$ cat src/rtl/aibcr3_buf_seq_pkg.sv
// Shared types and reset values for the aibcr3_buf_seq sequencer.
package aibcr3_buf_seq_pkg;

  typedef enum logic [2:0] {
    ST_OFF, ST_PADREL, ST_RXEN, ST_TXEN, ST_RUN, ST_DOWN
  } state_e;

  typedef struct packed {
    logic       txen;
    logic [2:0] rxen;
    logic [1:0] pdrv;
    logic [1:0] ndrv;
    logic       ddren;
    logic       weakpu;
  } cfg_t;

  typedef struct packed {
    logic       itxen;
    logic [2:0] irxen;
    logic [1:0] ipdrv;
    logic [1:0] indrv;
    logic       iddren;
    logic       ipadrstb;
    logic       irstb;
    logic       weakpd;
    logic       weakpu;
    logic       ready;
  } out_t;

  localparam logic       ITXEN_RST    = 1'b0;
  localparam logic [1:0] DRV_RST      = 2'd0;
  localparam logic       IDDREN_RST   = 1'b0;
  localparam logic       IPADRSTB_RST = 1'b0;
  localparam logic       IRSTB_RST    = 1'b0;
  localparam logic       WEAKPD_RST   = 1'b1;
  localparam logic       WEAKPU_RST   = 1'b0;
  localparam logic       READY_RST    = 1'b0;
  localparam cfg_t       CFG_RST      = '0;

  // irxen's idle code is a top-level parameter, so it is passed in
  function automatic out_t out_rst(input logic [2:0] rx_off);
    out_t o;
    o.itxen    = ITXEN_RST;
    o.irxen    = rx_off;
    o.ipdrv    = DRV_RST;
    o.indrv    = DRV_RST;
    o.iddren   = IDDREN_RST;
    o.ipadrstb = IPADRSTB_RST;
    o.irstb    = IRSTB_RST;
    o.weakpd   = WEAKPD_RST;
    o.weakpu   = WEAKPU_RST;
    o.ready    = READY_RST;
    return o;
  endfunction

  function automatic logic [1:0] sat2(input logic [1:0] a, input logic [1:0] b);
    return (a < b) ? a : b;
  endfunction

endpackage

$ cat src/rtl/aibcr3_sync2.sv
// Two-flop synchronizer; reset forces the output high (supply "not good").
module aibcr3_sync2 (
  input  logic clk,
  input  logic rstb,
  input  logic d,
  output logic q
);
  logic s1_q, s2_q;

  always_ff @(posedge clk or negedge rstb) begin
    if (!rstb) begin
      s1_q <= 1'b1;
      s2_q <= 1'b1;
    end else begin
      s1_q <= d;
      s2_q <= s1_q;
    end
  end

  assign q = s2_q;
endmodule

$ cat src/rtl/aibcr3_buf_seq.sv
// AIB IO buffer power-up / reconfig / shutdown sequencer.
// Optional drive ramp in TXEN: define AIBCR3_BUF_SEQ_DRV_RAMP_EN.
module aibcr3_buf_seq
  import aibcr3_buf_seq_pkg::*;
#(
  parameter int         WAIT_CYC = 16,
  parameter logic [2:0] RX_OFF   = 3'b000
) (
  input  logic       clk,
  input  logic       rstb,
  input  logic       por_aib_vcc1,
  input  logic       por_aib_vcchssi,
  input  logic       en,
  input  logic       cfg_req,
  output logic       cfg_ack,
  input  logic       cfg_txen,
  input  logic [2:0] cfg_rxen,
  input  logic [1:0] cfg_pdrv,
  input  logic [1:0] cfg_ndrv,
  input  logic       cfg_ddren,
  input  logic       cfg_weakpu,
  output logic       itxen,
  output logic [2:0] irxen,
  output logic [1:0] ipdrv,
  output logic [1:0] indrv,
  output logic       iddren,
  output logic       ipadrstb,
  output logic       irstb,
  output logic       test_weakpd,
  output logic       test_weakpu,
  output logic       ready
);
  localparam int            CW    = $clog2(WAIT_CYC + 1);
  localparam logic [CW-1:0] DWELL = CW'(WAIT_CYC - 1);
  localparam logic [CW-1:0] ONE   = CW'(1);

  logic   vcc1_bad, hssi_bad, por_ok;
  state_e state_q, state_d;
  logic [CW-1:0] cnt_q, cnt_d;
  logic [1:0] step_q, step_d;
  logic   ack_q, ack_d;
  cfg_t   shd_q, shd_d;
  out_t   out_q, out_d;
  logic   dwell_done, abort;

  aibcr3_sync2 u_sync_vcc1 (.clk(clk), .rstb(rstb), .d(por_aib_vcc1),    .q(vcc1_bad));
  aibcr3_sync2 u_sync_hssi (.clk(clk), .rstb(rstb), .d(por_aib_vcchssi), .q(hssi_bad));
  assign por_ok = !vcc1_bad && !hssi_bad;

`ifdef AIBCR3_BUF_SEQ_DRV_RAMP_EN
  logic [1:0] max_tgt;
  always_comb begin
    max_tgt = (shd_q.pdrv > shd_q.ndrv) ? shd_q.pdrv : shd_q.ndrv;
    if (max_tgt == 2'd0) max_tgt = 2'd1;
  end
`endif

  always_ff @(posedge clk or negedge rstb) begin
    if (!rstb) begin
      state_q <= ST_OFF;
      cnt_q   <= '0;
      step_q  <= '0;
      ack_q   <= 1'b0;
      shd_q   <= CFG_RST;
      out_q   <= out_rst(RX_OFF);
    end else begin
      state_q <= state_d;
      cnt_q   <= cnt_d;
      step_q  <= step_d;
      ack_q   <= ack_d;
      shd_q   <= shd_d;
      out_q   <= out_d;
    end
  end

  always_comb begin
    state_d    = state_q;
    cnt_d      = cnt_q;
    step_d     = step_q;
    ack_d      = 1'b0;
    dwell_done = (cnt_q == '0);
    abort      = !en || cfg_req;
    if (!por_ok) begin
      state_d = ST_OFF;
      cnt_d   = '0;
      step_d  = '0;
    end else begin
      unique case (state_q)
        ST_OFF: begin
          // ack_q guard keeps one pulse while the requester reacts to ack
          if (cfg_req) ack_d = !ack_q;
          else if (en) begin state_d = ST_PADREL; cnt_d = DWELL; end
        end
        ST_PADREL: begin
          if (abort) begin state_d = ST_DOWN; cnt_d = DWELL; step_d = '0; end
          else if (!dwell_done) cnt_d = cnt_q - ONE;
          else begin state_d = ST_RXEN; cnt_d = DWELL; end
        end
        ST_RXEN: begin
          if (abort) begin state_d = ST_DOWN; cnt_d = DWELL; step_d = '0; end
          else if (!dwell_done) cnt_d = cnt_q - ONE;
          else begin state_d = ST_TXEN; cnt_d = DWELL; step_d = 2'd1; end
        end
        ST_TXEN: begin
          if (abort) begin state_d = ST_DOWN; cnt_d = DWELL; step_d = '0; end
          else if (!dwell_done) cnt_d = cnt_q - ONE;
`ifdef AIBCR3_BUF_SEQ_DRV_RAMP_EN
          else if (step_q < max_tgt) begin step_d = step_q + 2'd1; cnt_d = DWELL; end
`endif
          else state_d = ST_RUN;
        end
        ST_RUN: begin
          if (abort) begin state_d = ST_DOWN; cnt_d = DWELL; step_d = '0; end
        end
        ST_DOWN: begin
          // step 0: rx still on; step 1: rx off, pad reset pending
          if (!dwell_done) cnt_d = cnt_q - ONE;
          else if (step_q == 2'd0) begin step_d = 2'd1; cnt_d = DWELL; end
          else begin state_d = ST_OFF; step_d = '0; end
        end
        default: state_d = ST_OFF;
      endcase
    end
  end

  always_comb shd_d = ack_d ? cfg_t'({cfg_txen, cfg_rxen, cfg_pdrv, cfg_ndrv, cfg_ddren, cfg_weakpu})
                            : shd_q;

  // Outputs decode the next state so they land on the first cycle of each state
  always_comb begin
    out_d = out_rst(RX_OFF);
    unique case (state_d)
      ST_PADREL: out_d.ipadrstb = 1'b1;
      ST_RXEN: begin
        out_d.ipadrstb = 1'b1;
        out_d.irxen    = shd_q.rxen;
      end
      ST_TXEN, ST_RUN: begin
        out_d.ipadrstb = 1'b1;
        out_d.irxen    = shd_q.rxen;
        out_d.itxen    = shd_q.txen;
        out_d.iddren   = shd_q.ddren;
`ifdef AIBCR3_BUF_SEQ_DRV_RAMP_EN
        out_d.ipdrv    = (state_d == ST_RUN) ? shd_q.pdrv : sat2(step_d, shd_q.pdrv);
        out_d.indrv    = (state_d == ST_RUN) ? shd_q.ndrv : sat2(step_d, shd_q.ndrv);
`else
        out_d.ipdrv    = shd_q.pdrv;
        out_d.indrv    = shd_q.ndrv;
`endif
        if (state_d == ST_RUN) begin
          out_d.irstb  = 1'b1;
          out_d.ready  = 1'b1;
          out_d.weakpd = shd_q.txen ? 1'b0 : !shd_q.weakpu;
          out_d.weakpu = shd_q.txen ? 1'b0 : shd_q.weakpu;
        end
      end
      ST_DOWN: begin
        out_d.ipadrstb = 1'b1;
        out_d.irxen    = (step_d == 2'd0) ? out_q.irxen : RX_OFF;
      end
      default: ;
    endcase
  end

  assign cfg_ack     = ack_q;
  assign itxen       = out_q.itxen;
  assign irxen       = out_q.irxen;
  assign ipdrv       = out_q.ipdrv;
  assign indrv       = out_q.indrv;
  assign iddren      = out_q.iddren;
  assign ipadrstb    = out_q.ipadrstb;
  assign irstb       = out_q.irstb;
  assign test_weakpd = out_q.weakpd;
  assign test_weakpu = out_q.weakpu;
  assign ready       = out_q.ready;
endmodule
$ cat config.mk
export PLATFORM = sky130hd
export DESIGN_NAME = aibcr3_buf_seq
export DESIGN_NICKNAME = d
export VERILOG_FILES = /design/src/rtl/aibcr3_buf_seq_pkg.sv /design/src/rtl/aibcr3_sync2.sv /design/src/rtl/aibcr3_buf_seq.sv
export SDC_FILE = /design/constraint.sdc
export NUM_CORES = 1
export LEC_CHECK = 0
export ABC_AREA = 1
export BUFFER_PORTS_ARGS = -buffer_cell sky130_fd_sc_hd__buf_2
export CORE_MARGIN = 2
export CORE_UTILIZATION = 45
export DETAILED_ROUTE_END_ITERATION = 6
export PLACE_DENSITY = 0.66
export SYNTH_ARGS = -nofsm -noshare
export SYNTH_HDL_FRONTEND = slang
export SYNTH_SLANG_ARGS = --single-unit
$ cat constraint.sdc
create_clock -name clk -period 4.7 [get_ports clk]
set_input_delay 0.235 -clock clk [delete_from_list [all_inputs] [get_ports clk]]
set_output_delay 0.235 -clock clk [all_outputs]
set_load 0.01 [all_outputs]
==> results of run 1 <==
## worst max-delay path: stages, from the launching register on
cell and delay, ps:
dfrtp_1 460, inv_2 120, nand2_2 60, nor2_1 170
inv_1 100, nor4_4 500, inv_2 210, nand2_1 120
nand2_1 60
## synthesized netlist by cell type
library cell / number / area [µm²]
o21bai_1: 1 / 7.51
inv_1: 21 / 78.8
inv_4: 1 / 6.26
buf_6: 1 / 11.3
a21oi_1: 4 / 20.0
nand3_1: 13 / 65.1
o21ai_1: 5 / 25.0
nand3_2: 3 / 30.0
ha_1: 2 / 25.0
nor4_4: 1 / 21.3
o21ai_4: 1 / 16.3
dfstp_2: 5 / 131
nand2_1: 81 / 304
or2_1: 1 / 6.26
nand3_4: 1 / 17.5
o211ai_1: 1 / 7.51
nand4_1: 2 / 12.5
nor2_2: 3 / 18.8
nor3b_2: 1 / 12.5
dfrtp_1: 33 / 826
nand2_2: 11 / 68.8
inv_2: 9 / 33.8
buf_4: 2 / 15.0
or2_2: 1 / 6.26
nor2_1: 10 / 37.5
nor2_4: 5 / 56.3
o21ai_0: 10 / 50.1
o21a_1: 1 / 7.51
## layout make-up
| cell class | instances | area share (%) |
|---|---|---|
| flip-flops and latches | 38 | 43.6 |
| multi-input cells | 158 | 37.2 |
| repair buffers | 30 | 6.84 |
| inverters | 31 | 5.42 |
| clock buffers | 8 | 4.10 |
| well taps | 50 | 2.85 |
## how the worst max path moves through the flow
stage                        from        to  slack, ps  cells after the start
floorplan                cnt_q[0]    iddren       3100                     11
global placement    u_sync_vcc1.q  shd_q[8]       2830                      6
detailed placement  u_sync_vcc1.q  shd_q[9]       2800                      6
CTS                 u_sync_vcc1.q  shd_q[9]       2790                      6
global route           state_q[1]  shd_q[6]       2540                      8
finish                 state_q[1]  shd_q[9]       2780                      8
## registers in the layout (all words and copies together), names as in the netlist, 2 cells and up
register	flops
step_q	2
irxen	3
state_q	3
indrv	2
shd_q	10
cnt_q	5
ipdrv	2
## per-layer routing
layer  vias up  wire (µm)  part of all wire (%)  global-route usage, %
met5         -          0                     0                      0
met1       680       1730                    47                   22.4
li1        781          -                     -                      -
met4         0         63                   1.7                   5.88
met3         6        183                   5.0                   4.07
met2        35       1680                    46                   28.2
## power groups by stage
stage,logic (mW),registers (mW),clock network (mW)
final,0.0915,0.372,0.226
after global routing,0.107,0.375,0.247
after CTS,0.0932,0.371,0.234
after detailed placement,0.0931,0.377,0
after global placement,0.0909,0.376,0
after floorplan,0.0648,0.374,0
## cell families (layout without fill, tap and decap cells)
family                   Yosys count  after routing  synth area share, %
AND/OR/NAND/NOR                  133            133                 34.2
AO/OA/AOI/OAI                     23             23                 6.98
adder cells (fa/ha/maj)            2              2                 1.30
buffers and inverters             34             69                 7.57
flip-flops                        38             38                 49.9
==> run summary, run 1 <==
remaining antenna violation count - 0
DRC - 0
I/O Buffers - 30
Post-Synthesis Cells - 230
Worst-path clk slew - 70 ps
row cnt - 23
initial core utilization - 47.3%
status - completed
pin count of the biggest net entering global routing - 39
Pwr Total - 689 µW
WP data arrival - 2090 ps
share of layout cells above drive strength 1 - 29.4%
Slew Viols, Final - 0
reg-to-reg startpoint - state_q[1]
fin area - 2190 µm²
worst relative slew slack - 45.8%
Cell Area, Synth - 1920 µm²
total die area - 4800 µm²
Switch Pwr - 184 µW
drt wl/cell - 11.6 µm
crit path kind - reg -> reg
FF-to-FF path depth - 8
Vias - 1502
shortest period the worst path allows - 1920 ps
post-CTS resize count - 0
Final Wtd Congestion - 0.933
Max rail drop VDD - 0.182 mV
actual slew at the worst max-slew pin - 813 ps
Worst setup EP type - register
sequential standard cell area - 957 µm²
final core occ - 54.1%
final hold viol count - 0
switch share - 26.8%
DR iter-0 viols - 99
clk_skew - 6.51 ps
Clk Latency, worst-skew pair - 290 ps
Leakage - 1.22 nW
clk sinks - 38
fillcell total - 380
syn nets - 248
setup slack at placement - 2800 ps
Final #Nets - 282
required time worst endpoint - 4880 ps
register share of total power - 53.9%
final setup violating endpoints - 0
Area Growth Syn to Fin - 14.4%
power share of the clock group - 32.8%
synthesized flop and latch total - 38
Detailed Route WL - 3.66 mm
I/O Pins - 31
setup slack after layout - 2780 ps
Int Pwr - 505 µW
placed cells - 307
Post-Route Setup TNS - 0 ps
Ys Warns - 0
crit path launch type - register
area of the multi-input gates - 816 µm²
DRT Pass-1 Iters - 4
Root Buffer Master - clkbuf_8
Pwr Density - 314 nW/µm²
reg2reg end - shd_q[9]
H-Tree Depth - 2
initial antenna violation count - 0
commonest non-fill, non-tap cell in the layout - nand2_1
sequential share of the synthesized area - 49.9%
hold_buf cts - 0
synthesized area per cell - 8.34 µm²
remaining global-route overflow - 0
fin crit share - 40.8%
hold_ws - 34.7 ps
Die Ht - 69.3 µm
CTS tree - yes
Hold Path Class - in -> async
RSZ-0062 raised after global routing - false
Max Freq - 522 MHz
postcts setup bufs - 0
first-pass GRT wire length - 6.60 mm
worst-case clock buffer depth - 2
CTS buffer count - 5
die width - 69.3 µm
worst reg-to-reg setup slack - 2780 ps
core area - 4060 µm²
most frequent cells in the layout - nand2_1, dfrtp_1, buf_2
# Max-Cap Violations - 0
critical path peak fanout - 12
Unique masters post-synth - 28
detailed-placement wirelength estimate - 2.79 mm
via/cell ratio - 4.77
Post-Layout Cell Count - 315
diode count - 0
Placed Instance Area - 2100 µm²
vias in the first global route - 1512
GRT Overall Usage - 17.2%
power share of the combinational group - 13.3%
(Power assumes the default switching activity.)
==> run 2, diff against run 1 <==
--- a/config.mk
+++ b/config.mk
@@ -5,12 +5,12 @@
 export SDC_FILE = /design/constraint.sdc
 export NUM_CORES = 1
 export LEC_CHECK = 0
-export ABC_AREA = 1
+export ABC_AREA = 0
 export BUFFER_PORTS_ARGS = -buffer_cell sky130_fd_sc_hd__buf_2
 export CORE_MARGIN = 2
 export CORE_UTILIZATION = 45
 export DETAILED_ROUTE_END_ITERATION = 6
-export PLACE_DENSITY = 0.66
+export PLACE_DENSITY = 0.67
 export SYNTH_ARGS = -nofsm -noshare
 export SYNTH_HDL_FRONTEND = slang
 export SYNTH_SLANG_ARGS = --single-unit
==> constraint.sdc (replaced) <==
create_clock -name clk -period 1.85 [get_ports clk]
set_input_delay 0.0925 -clock clk [delete_from_list [all_inputs] [get_ports clk]]
set_output_delay 0.0925 -clock clk [all_outputs]
set_load 0.01 [all_outputs]
==> run summary, run 2 <==
Post-Layout Cell Count - 290
crit path kind - reg -> reg
Worst setup EP type - register
Synth Flop Type - dfrtp_1
Final #Nets - 259
status - complete, but fails checks
worst relative slew slack - 44.1%
Detailed Route WL - 4.62 mm
Post-Synthesis Cells - 172
Unique masters post-synth - 47
Pwr Density - 721 nW/µm²
pin count of the biggest net entering global routing - 39
Max rail drop VDD - 0.644 mV
largest family of logic cells by synthesized area - simple AND/OR/NAND/NOR gates
via/cell ratio - 5.47
Int Pwr - 1.33 mW
shortest period the worst path allows - 2200 ps
remaining global-route overflow - 0
core area - 3690 µm²
diode count - 0
register share of total power - 52.4%
biggest regs - shd_q (10), cnt_q (5)
proportion of synthesized area in mux cells - 1.15%
Clk Latency, worst-skew pair - 290 ps
Post-Synth XOR/XNOR Area - 0.505%
total die area - 4370 µm²
I/O Buffers - 30
setup slack after layout - -348 ps
Biggest register - shd_q
# Max-Cap Violations - 0
Area Growth Syn to Fin - 43.0%
Vias - 1587
Placed Instance Area - 2140 µm²
Yosys top cell area share - 47.6%
crit path launch type - register
Cell Area, Synth - 1740 µm²
Yosys top cell by area - dfrtp_1
RSZ-0062 raised after global routing - true
Synth Area in Compound Gates - 14.2%
Root Buffer Master - clkbuf_8
switch share - 25.6%
Final Wtd Congestion - 0.852
fin area - 2480 µm²
Leakage - 1.22 nW
critical path peak fanout - 5
detailed-placement wirelength estimate - 3.15 mm
top-count cell post-synth - nand2_1
failing checks - negative setup slack
synthesized flop and latch total - 38
DR iter-0 viols - 113
initial antenna violation count - 0
Synth Area in Simple Gates - 23.4%
WP data arrival - 2370 ps
clk_skew - 10.8 ps
H-Tree Depth - 2
CTS buffer count - 5
CTS tree - yes
most frequent cells in the layout - nand2_1, dfrtp_1, buf_2, buf_4, nor2_1
synthesized area per cell - 10.1 µm²
asr flop ratio synth - 100%
fillcell total - 298
Ys Warns - 0
Max Freq - 455 MHz
I/O Pins - 31
worst-case clock buffer depth - 2
synth cell count leaders - nand2_1, dfrtp_1, o21ai_0, nor2_1, and2_1
EDFF count, synth - 0
GRT Overall Usage - 23.6%
actual slew at the worst max-slew pin - 839 ps
sequential share of the synthesized area - 55.2%
Largest register FFs - 10
power share of the clock group - 32.0%
leading post-synthesis cells by cell area - dfrtp_1, dfstp_2, nand2_1
Switch Pwr - 459 µW
first-pass GRT wire length - 7.66 mm
clk sinks - 38
power share of the combinational group - 15.6%
row cnt - 22
fin crit share - 119%
adder-cell share of the synthesized area - 2.09%
DRC - 0
Slew Viols, Final - 0
initial core utilization - 47.0%
placed cells - 269
Die Ht - 66.1 µm
DRT Pass-1 Iters - 4
required time worst endpoint - 2020 ps
share of layout cells above drive strength 1 - 42.1%
Worst-path clk slew - 70 ps
Hold Path Class - in -> reg
final setup violating endpoints - 18
final hold viol count - 0
vias in the first global route - 1615
remaining antenna violation count - 0
drt wl/cell - 15.9 µm
syn nets - 190
die width - 66.1 µm
## run 2: cell types whose count changed in the layout (fill, tap and decap cells not counted), sizes merged, moves of 3 or more
cell / delta
dlygate4sd3: +7
buf: +32
nand3: -17
nand2: -58
inv: -24
nor2: -8
nor3: +4
o21ai: -4
and2: +8
a32o: +3
nand3b: +3
## run 2: power by group through the flow
stage | Clock [mW] | Sequential (mW) | Combinational (mW)
after CTS | 0.587 | 0.938 | 0.264
after global placement | 0 | 0.942 | 0.213
final | 0.573 | 0.937 | 0.280
after detailed placement | 0 | 0.946 | 0.221
after global routing | 0.625 | 0.944 | 0.311
after floorplan | 0 | 0.938 | 0.130
## run 2: worst paths after layout
kind	endpoint	slack [ps]	cells past startpoint	from
hold reg to reg	u_sync_hssi.q	350	0	u_sync_hssi.s1_q
max in group asynchronous	cnt_q[4]	870	2	rstb
setup reg to reg	irxen[1]	-350	9	cnt_q[1]
hold / removal	shd_q[1]	2	3	cfg_ddren
setup / recovery	irxen[1]	-350	9	cnt_q[1]
min in group asynchronous	shd_q[4]	440	2	rstb
## run 2: per-layer routing
metal / up-vias / wire [µm] / GRT usage, %
li1: 744 / - / -
met1: 774 / 1930 / 30.0
met2: 57 / 2320 / 38.8
met3: 12 / 270 / 5.11
met4: 0 / 108 / 10.2
met5: - / 0 / 0
## run 2: layout make-up
type | instances | area [µm²] | area share, %
Timing Repair Buffer | 69 | 468 | 18.9
Inverter | 7 | 26.3 | 1.06
Sequential cell | 38 | 957 | 38.6
Clock buffer | 8 | 90.1 | 3.63
Tap cell | 48 | 60.1 | 2.42
Multi-Input combinational cell | 120 | 880 | 35.5
## run 2: kinds of logic (layout without fill, tap and decap cells)
family / count (synthesis) / count (layout)
buffers and inverters: 15 / 84
AO/OA/AOI/OAI: 35 / 35
AND/OR/NAND/NOR: 78 / 79
multiplexers: 2 / 2
flip-flops: 38 / 38
XOR/XNOR: 1 / 1
adder cells (fa/ha/maj): 3 / 3
## run 2: timing repair
| item | in CTS | in global routing |
|---|---|---|
| gates resized for setup | 31 | 4 |
| endpoints found under the setup margin | 19 | 21 |
| gates cloned | 1 | 0 |
| hold buffers | 6 | 1 |
| pin swaps | 17 | 9 |
| hold endpoints to repair | 38 | 1 |
| buffers inserted | 3 | 4 |
## run 2: through the flow
step / hold WS (ps) / power (mW) / util (%) / TNS, ps / setup slack (ps)
final: 2.15 / 1.79 / 67.3 / -4310 / -348
after global routing: 11.1 / 1.88 / 67.3 / -6010 / -427
after CTS: 2.00 / 1.79 / 65.9 / -3570 / -324
after detailed placement: 200 / 1.17 / 57.9 / -5710 / -412
after global placement: 199 / 1.16 / 57.9 / -4500 / -315
after floorplan: -203 / 1.07 / - / -3660 / -253
## run 2: worst max-delay path: stages, from the launching register on
cell	delay, ps
dfrtp_1	390
inv_2	100
ha_4	140
or4b_4	500
nor2_1	110
a21oi_1	80
nor4_2	270
buf_4	180
nor3b_4	50
a32o_1	260
